[config.mk]
export PLATFORM = sky130hd
export DESIGN_NAME = dc_filter_scheduler
export DESIGN_NICKNAME = d
export VERILOG_FILES = /design/src/rtl/dc_sched_pkg.sv /design/src/rtl/dc_filter_core.sv /design/src/rtl/dc_filter_scheduler.sv
export SDC_FILE = /design/constraint.sdc
export NUM_CORES = 1
export LEC_CHECK = 0
export ABC_AREA = 0
export CAP_MARGIN = 40
export CELL_PAD_IN_SITES_DETAIL_PLACEMENT = 0
export CELL_PAD_IN_SITES_GLOBAL_PLACEMENT = 1
export CORE_ASPECT_RATIO = 0.75
export CORE_MARGIN = 5
export CORE_UTILIZATION = 25
export DETAILED_ROUTE_END_ITERATION = 6
export GPL_ROUTABILITY_DRIVEN = 0
export PLACE_DENSITY_LB_ADDON = 0.08
export SKIP_LAST_GASP = 1
export SYNTH_ARGS = -nofsm -noshare
export SYNTH_HDL_FRONTEND = slang
export SYNTH_HIERARCHICAL = 1
export SYNTH_SLANG_ARGS = --single-unit
[constraint.sdc]
create_clock -name CLK_24M -period 13.8 [get_ports CLK_24M]
set_input_delay 2.76 -clock CLK_24M [delete_from_list [all_inputs] [get_ports CLK_24M]]
set_output_delay 2.76 -clock CLK_24M [all_outputs]
set_load 0.01 [all_outputs]
[src/rtl/dc_sched_pkg.sv]
// dc_sched_pkg: shared widths, sample type and scheduler states for the DC filter scheduler
package dc_sched_pkg;
    localparam int DATA_W = 9;
    typedef logic [DATA_W-1:0] sample_t;
    typedef enum logic {IDLE, RUN} sched_state_t;
endpackage

[src/rtl/dc_filter_core.sv]
// dc_filter_core: one step of the leaky DC-blocking recurrence y = x - xp + yp*(1-2^-SHIFT)
module dc_filter_core
    import dc_sched_pkg::*;
#(
    parameter int SHIFT = 18
) (
    input  sample_t x,
    input  sample_t xp,
    input  sample_t yp,
    output sample_t y
);
    logic [DATA_W:0]  hr;
    logic [SHIFT-2:0] unused_lo;

    // leak term: top DATA_W bits of yp*(2^SHIFT-1) plus the rounding bit just below them
    always_comb begin
        {hr, unused_lo} = {yp, {SHIFT{1'b0}}} - (DATA_W + SHIFT)'(yp);
        y = x - xp + hr[DATA_W:1] + DATA_W'(hr[0]);
    end
endmodule

[src/rtl/dc_filter_scheduler.sv]
// dc_filter_scheduler: time-multiplexed DC-blocking filter, one channel per CLK_24M cycle
module dc_filter_scheduler
    import dc_sched_pkg::*;
#(
    parameter int NUM_CH = 4,
    parameter int SHIFT  = 18
) (
    input  logic                     reset,
    input  logic                     CLK_24M,
    input  logic                     enable_3M,
    input  logic [NUM_CH*DATA_W-1:0] c_data,
    input  logic [NUM_CH-1:0]        ch_en,
    input  logic [NUM_CH-1:0]        ch_clear,
    input  logic                     overrun_clr,
    output logic [NUM_CH*DATA_W-1:0] o_data,
    output logic                     o_valid,
    output logic                     busy,
    output logic                     overrun
);
    localparam int IDX_W = NUM_CH > 1 ? $clog2(NUM_CH) : 1;
    localparam logic [IDX_W-1:0] LAST = IDX_W'(NUM_CH - 1);

    sched_state_t      state, state_next;
    logic [IDX_W-1:0]  ch_idx;
    logic [NUM_CH-1:0] snap_en, snap_clr;
    sample_t           snap_x [NUM_CH];
    sample_t           x_prev [NUM_CH];
    sample_t           y_prev [NUM_CH];
    sample_t           out_q  [NUM_CH];
    sample_t           xp, yp, y;
    logic              last;

    assign last = ch_idx == LAST;
    assign xp   = snap_clr[ch_idx] ? '0 : x_prev[ch_idx];
    assign yp   = snap_clr[ch_idx] ? '0 : y_prev[ch_idx];

    dc_filter_core #(.SHIFT(SHIFT)) u_core (
        .x  (snap_x[ch_idx]),
        .xp (xp),
        .yp (yp),
        .y  (y)
    );

    for (genvar k = 0; k < NUM_CH; k++) begin : g_out
        assign o_data[k*DATA_W +: DATA_W] = out_q[k];
    end

    // state register
    always_ff @(posedge CLK_24M or negedge reset) begin
        if (!reset) state <= IDLE;
        else        state <= state_next;
    end

    // next state: accept a strobe when idle, return to idle after the last channel slot
    always_comb begin
        state_next = (state == IDLE) ? (enable_3M ? RUN : IDLE) : (last ? IDLE : RUN);
        busy       = state == RUN;
    end

    // snapshot, per-channel state banks, output slices and flags
    always_ff @(posedge CLK_24M or negedge reset) begin
        if (!reset) begin
            ch_idx   <= '0;
            snap_en  <= '0;
            snap_clr <= '0;
            o_valid  <= 1'b0;
            overrun  <= 1'b0;
            for (int k = 0; k < NUM_CH; k++) begin
                snap_x[k] <= '0;
                x_prev[k] <= '0;
                y_prev[k] <= '0;
                out_q[k]  <= '0;
            end
        end else begin
            o_valid <= 1'b0;
            overrun <= (enable_3M && state == RUN) ? 1'b1 : (overrun_clr ? 1'b0 : overrun);
            if (state == IDLE && enable_3M) begin
                ch_idx   <= '0;
                snap_en  <= ch_en;
                snap_clr <= ch_clear;
                for (int k = 0; k < NUM_CH; k++) snap_x[k] <= c_data[k*DATA_W +: DATA_W];
            end
            if (state == RUN) begin
                ch_idx  <= last ? '0 : ch_idx + 1'b1;
                o_valid <= last;
                if (snap_en[ch_idx]) begin
                    x_prev[ch_idx] <= snap_x[ch_idx];
                    y_prev[ch_idx] <= y;
                    out_q[ch_idx]  <= y;
                end else begin
                    x_prev[ch_idx] <= xp;
                    y_prev[ch_idx] <= yp;
                    out_q[ch_idx]  <= '0;
                end
            end
        end
    end
endmodule
**Word-level counts from Yosys, hierarchy flattened**

Index checks and enable logic that the tools add are counted.

- Word-level logic and storage cells: 74
- Flip-flop bits (word level): 157
- Input port bits: 48

- Eq/ne operators: 1
- Order comparisons: 3
- Muxes and demuxes: 34
- Bitwise operators: 4
- Reduce and logical (&&, ||, !) cells: 5
- Add/subtract/negate cells: 5

Operators by type and width:

| operator | number |
|---|---|
| 36-bit bitwise mux | 5 |
| 36-bit two-way mux | 3 |
| 9-bit two-way mux | 9 |
| 9-bit binary-select mux with 2-bit select | 3 |
| 36-bit bitwise AND | 1 |
| 36-bit NOT | 1 |
| 27-bit by 9-bit subtractor with 27-bit output | 1 |
| 9-bit demux with 2-bit select | 1 |
| 9-bit by 1-bit adder with 9-bit output | 1 |
| 9-bit adder | 1 |
| 9-bit subtractor | 1 |
| 1-bit two-way mux | 8 |
| 2-bit two-way mux | 3 |
| 1-bit binary-select mux with 2-bit select | 2 |
| 2-bit nonzero test | 2 |
| 3-bit >= comparator (second input constant) | 1 |
| 1-bit logical AND | 3 |
| 2-bit by 3-bit < comparator with 1-bit output (second input constant) | 1 |
| 3-bit by 1-bit < comparator with 1-bit output (second input constant) | 1 |
| 2-bit NOT with 3-bit output | 1 |
| 2-bit by 1-bit adder with 2-bit output (second input constant) | 1 |
| 2-bit equality test (second input constant) | 1 |
| 1-bit NOT | 1 |

**Depth between registers and ports, before layout**

- Depth after elaboration: 10
- Mapped depth: 20
- Gate-level depth less buffers: 17

**Hierarchy**

Netlist, hierarchy kept.

By module, submodules not included:

| module | area an instance (sq um) | cells an instance | sequential area each (sq um) | times used |
|---|---|---|---|---|
| dc_filter_scheduler | 6,881.6 | 552 | 3,928.8 | 1 |
| dc_filter_core | 744.5 | 99 | 0.0 | 1 |

**Worst setup path before layout**

Ideal clock, no wire load.

- Kind: reg2reg
- Start: reg ch_idx[0]
- End: reg y_prev[17] (netlist name)
- Arrival time: 4,777 ps
- Setup time: 82 ps
- Required time: 13,718 ps
- Stages on the path, launching flop included: 20
- Setup slack: 8,941 ps
- Path buffers: 3
- Cell sequence: dfrtp_1 > buf_6 > buf_2 > mux4_2 > nor2b_2 > or4_1 > buf_2 > or4_4 > nor3_2 > o21a_1 > fa_1 > inv_1 > ha_1 > nor2b_1 > o2111ai_1 > nand3_1 > o41ai_1 > xnor2_1 > nand2_1 > a31oi_1

- Longest elaborated chain between the ends: 10
- Elaborated cells between the ends (all ways): 28
- Those cells by class: 4 x add/sub; 2 x order compare; 20 x mux; 1 x bitwise; 1 x reduce/logical

Ends and longest elaborated chain:

| what | line | RTL |
|---|---|---|
| start: declaration | dc_filter_scheduler.sv:24 | `logic [IDX_W-1:0] ch_idx;` |
| start signal: assignment | dc_filter_scheduler.sv:84 | `ch_idx <= last ? '0 : ch_idx + 1'b1;` |
| 2-bit NOT with 3-bit output (implied by the code) | dc_filter_scheduler.sv:35 | `assign yp = snap_clr[ch_idx] ? '0 : y_prev[ch_idx];` |
| 9-bit binary-select mux with 2-bit select | dc_filter_scheduler.sv:35 |  |
| 9-bit two-way mux (implied by the code) (2 in a row) | dc_filter_scheduler.sv:35 |  |
| 9-bit two-way mux * | dc_filter_scheduler.sv:35 |  |
| net yp[2] | dc_filter_scheduler.sv:30 | `sample_t xp, yp, y;` |
| 27-bit by 9-bit subtractor with 27-bit output * | dc_filter_core.sv:17 | `{hr, unused_lo} = {yp, {SHIFT{1'b0}}} - (DATA_W + SHIFT)'(yp);` |
| 9-bit adder | dc_filter_core.sv:18 | `y = x - xp + hr[DATA_W:1] + DATA_W'(hr[0]);` |
| 9-bit by 1-bit adder with 9-bit output * | dc_filter_core.sv:18 |  |
| net y[8] | dc_filter_scheduler.sv:30 |  |
| 36-bit bitwise mux * | dc_filter_scheduler.sv:88 | `y_prev[ch_idx] <= y;` |
| 36-bit two-way mux * | dc_filter_scheduler.sv:86 | `if (snap_en[ch_idx]) begin` |
| end signal: indexed assignment | dc_filter_scheduler.sv:88 |  |
| end signal: indexed assignment | dc_filter_scheduler.sv:92 | `y_prev[ch_idx] <= yp;` |
| end: declaration | dc_filter_scheduler.sv:28 | `sample_t y_prev [NUM_CH];` |

The timed path passes the listed nets; every way through them passes the cells marked *. The select of a mux whose other input is x is not followed.
A chain may end at the register's enable or synchronous reset.

**Final worst setup path**

- Start: reg ch_idx[0]
- End: reg out_q, in the netlist o_data[15]

- Longest elaborated chain between the ends: 10
- Elaborated cells between the ends (all ways): 29
- Those cells by class: 4 x add/sub; 2 x order compare; 19 x mux; 3 x bitwise; 1 x reduce/logical

Ends and longest elaborated chain:

| what | line | RTL |
|---|---|---|
| 2-bit NOT with 3-bit output (implied by the code) | dc_filter_scheduler.sv:35 |  |
| 9-bit binary-select mux with 2-bit select | dc_filter_scheduler.sv:35 |  |
| 9-bit two-way mux (implied by the code) (2 in a row) | dc_filter_scheduler.sv:35 |  |
| 9-bit two-way mux * | dc_filter_scheduler.sv:35 |  |
| net yp[2] | dc_filter_scheduler.sv:30 |  |
| 27-bit by 9-bit subtractor with 27-bit output * | dc_filter_core.sv:17 |  |
| 9-bit adder | dc_filter_core.sv:18 |  |
| 9-bit by 1-bit adder with 9-bit output * | dc_filter_core.sv:18 |  |
| net y[6] | dc_filter_scheduler.sv:30 |  |
| 36-bit bitwise mux * | dc_filter_scheduler.sv:89 | `out_q[ch_idx] <= y;` |
| 36-bit two-way mux * | dc_filter_scheduler.sv:86 |  |
| end signal: indexed assignment | dc_filter_scheduler.sv:89 |  |
| end: declaration | dc_filter_scheduler.sv:29 | `sample_t out_q [NUM_CH];` |

Marks and branches as above.

==> results.sh <==
export IMPL_wire_per_inst_um=18.8
export IMPL_fp_dieW_um=212
export IMPL_cp_slowest_cell="mux4_2"
export IMPL_diodes=0
export IMPL_finalCriticalPeriod_ps=5800
export IMPL_r2r_cells=17
export IMPL_synth_seq_cells=157
export IMPL_cts_resized=0
export IMPL_postCtsSetupRepairBufs=0
export IMPL_die_area_um2=34100
export IMPL_antenna_found_initial=0
export IMPL_min_from="o_data[15]"
export IMPL_worstSetupStartpoint="ch_idx[0]"
export IMPL_fin_skew_ps=16.2
export IMPL_start_util_pct=25.3
export IMPL_regToRegEndpoint="o_data[15]"
export IMPL_synth_edf_count=0
export IMPL_synthDominantCellAreaShare_pct=51.5
export IMPL_async_reset_ff_share_pct=100
export IMPL_num_rows=55
export IMPL_pin_count=87
export IMPL_worstPathCellList="buf_4 -> mux4_2 -> nor2b_2 -> or4_1 -> or4_4 -> nor3_2 -> nor3_1 -> a21oi_1 -> fa_1 -> fa_1 -> nor2b_1 -> o2111ai_1 -> nand3_1 -> nor2_1 -> xnor2_1 -> nand2_1 -> o21ai_0"
export IMPL_rsz0062_at_grt="false"
export IMPL_grt_start_max_net_pins=61
export IMPL_finalSetupViolCount=0
export IMPL_yosysSeqAreaShare_pct=51.5
export IMPL_first_pass_iters=5
export IMPL_crit_arrival_ps=6140
export IMPL_syn_instance_count=651
export IMPL_grt_ovfl_total=0
export IMPL_min_period_over_period_pct=42.0
export IMPL_htree_levels=4
export IMPL_holdWs_ps=484
export IMPL_synth_most_common_cell="dfrtp_1"
export IMPL_crit_path_max_incr_delay_ps=720
export IMPL_outcome="finished clean"
export IMPL_n_fill_cell=3081
export IMPL_min_to="o_data[15]"
export IMPL_worst_slew_pin_transition_ps=819
export IMPL_min_path_type="register to register"
export IMPL_endpoint_kind="register"
export IMPL_critical_path_required_ps=14140
export IMPL_yosys_top_cells_count="dfrtp_1 (157), nor2_1 (81), nand2_1 (62)"
export IMPL_syn_nets=720
export IMPL_dp_hpwl_um=15100
export IMPL_ys_types=44
export IMPL_r2r_start="ch_idx[0]"
export IMPL_drc=0
export IMPL_cts_hold_buf=0
export IMPL_cap_violations=0
export IMPL_via_per_inst=4.54
export IMPL_fmax_mhz=172
export IMPL_grt_pass1_wl_um=33300
export IMPL_yosys_area_top_type="dfrtp_1"
export IMPL_cts_buffer_depth=2
export IMPL_area_growth_pct=24.4
export IMPL_clk_latency_ps=430
export IMPL_root_buffer="clkbuf_16"
export IMPL_drtAntennaViolNets=0
export IMPL_wl_um=21400
export IMPL_cts_sinks=157
export IMPL_max_slew_margin_pct=45.4
export IMPL_crit_family="simple AND/OR/NAND/NOR gates"
export IMPL_vias=5166
export IMPL_grtUsageTotal_pct=12.8
export IMPL_holdPathStages=2
export IMPL_maxSlewViolCount=0
export IMPL_layout_drive_gt1_share_pct=16.4
export IMPL_crit_top_cell="fa_1"
export IMPL_grt_pass1_vias=5423
export IMPL_synth_area_per_cell_um2=11.7
export IMPL_cts_buffers=17
export IMPL_startpoint_type="register"
export IMPL_ys_warn_count=6
export IMPL_fin_nets=797
export IMPL_r2r_setup_slack_ps=8000
export IMPL_placeableCoreArea_um2=30100
export IMPL_crit_fanout=22
export IMPL_crit_type="register to register"
export IMPL_drt_iter0_markers=295
export IMPL_tns_ps=0
export IMPL_synth_ff_type="dfrtp_1"
export IMPL_ys_top_cells_by_area="dfrtp_1 (52%), mux2_2 (6.6%), mux4_1 (5.2%)"
export IMPL_hold_viol=0
export IMPL_synth_area_um2=7630
export IMPL_dieHeight_um=161
export IMPL_clk_pin_slew_ps=60
export IMPL_io_buffer_count=86
export IMPL_cts_tree="yes"
export IMPL_cp_num_buf_inv=1
-- logic make-up (layout without fill, tap and decap cells) --
logic type,Yosys count,count (layout),synth area share (%)
simple gates,186,186,11.0
compound gates,127,127,9.32
buf+inv,63,152,4.95
mux,87,87,17.7
flops,157,157,51.5
xor+xnor,10,10,1.15
fa+ha+maj,21,21,4.33
-- area by class of cell --
cell class	instances	area, um2	share of cell area [%]
Sequential cell	157	3930	41.4
Tap cell	399	499	5.26
Multi-Input combinational cell	431	3330	35.1
Clock inverter	12	208	2.19
Inverter	28	105	1.11
Timing Repair Buffer	93	975	10.3
Clock buffer	19	443	4.67
-- registers in the layout, indices dropped and copies added, names as in the netlist --
register	cells
busy	1
overrun	1
x_prev	36
o_valid	1
ch_idx	2
y_prev	36
o_data	36
snap_en	4
snap_x	36
snap_clr	4
-- worst max path at each step --
stage,cells after the start,endpoint
2_1_floorplan,19,y_prev[17]
3_3_place_gp,17,o_data[15]
3_5_place_dp,17,o_data[15]
4_1_cts,17,o_data[15]
5_1_grt,17,o_data[15]
6_report,17,o_data[15]
-- metal layers --
| metal | wire length [um] | GRT usage, % | vias up |
|---|---|---|---|
| met5 | 0 | 0 | - |
| li1 | - | - | 2434 |
| met2 | 9310 | 18.5 | 99 |
| met3 | 756 | 2.78 | 14 |
| met4 | 199 | 3.04 | 0 |
| met1 | 11200 | 19.5 | 2619 |
-- placed cells by master, fill, tap and decap left out, types with 2 or more instances in the layout --
master / Yosys / routed
xnor2_1: 10 / 10
a31oi_1: 36 / 36
and2b_2: 4 / 4
clkdlybuf4s50_1: 0 / 85
nor3_1: 4 / 4
buf_4: 1 / 4
ha_1: 12 / 12
bufinv_16: 0 / 5
mux4_2: 13 / 13
nor2b_2: 10 / 10
nand3_1: 4 / 4
o21ai_1: 2 / 2
nand2_1: 62 / 62
a21oi_1: 40 / 40
inv_1: 27 / 27
nor2b_1: 8 / 7
o31ai_1: 2 / 2
clkbuf_16: 0 / 17
or3_1: 3 / 3
o2111ai_1: 2 / 2
mux2i_1: 12 / 12
buf_16: 0 / 3
nor2_1: 81 / 81
fa_1: 9 / 9
inv_6: 0 / 4
and2_2: 0 / 3
mux4_1: 15 / 15
mux2_2: 45 / 45
clkinv_4: 0 / 2
nand2b_1: 2 / 2
o21ai_0: 39 / 39
dfrtp_1: 157 / 156
o21a_1: 3 / 3
-- stage by stage --
stage | worst slack [ps] | util (%) | instance area [um2] | std cells
after floorplan | 8940 | - | 7630 | 651
after global routing | 7510 | 31.5 | 9490 | 1139
after CTS | 7910 | 31.5 | 9490 | 1139
final | 8000 | 31.5 | 9490 | 1139
after global placement | 8040 | 29.1 | 8760 | 1105
after detailed placement | 7930 | 29.3 | 8840 | 1108
-- worst register-to-register path, delay by kind of cell, from the launching register on --
family,cells,cell delay [ps]
muxes,1,730
DFF,1,580
and+or+nand+nor,9,2210
buffers and inverters,1,510
AOI/OAI and AO/OA,3,540
xor gates and xnor gates,1,170
adders and majority gates,2,970
Power is left out: the tool's default activity adds up to more than one toggle a clock period on the data nets, which glitch-free logic cannot reach.
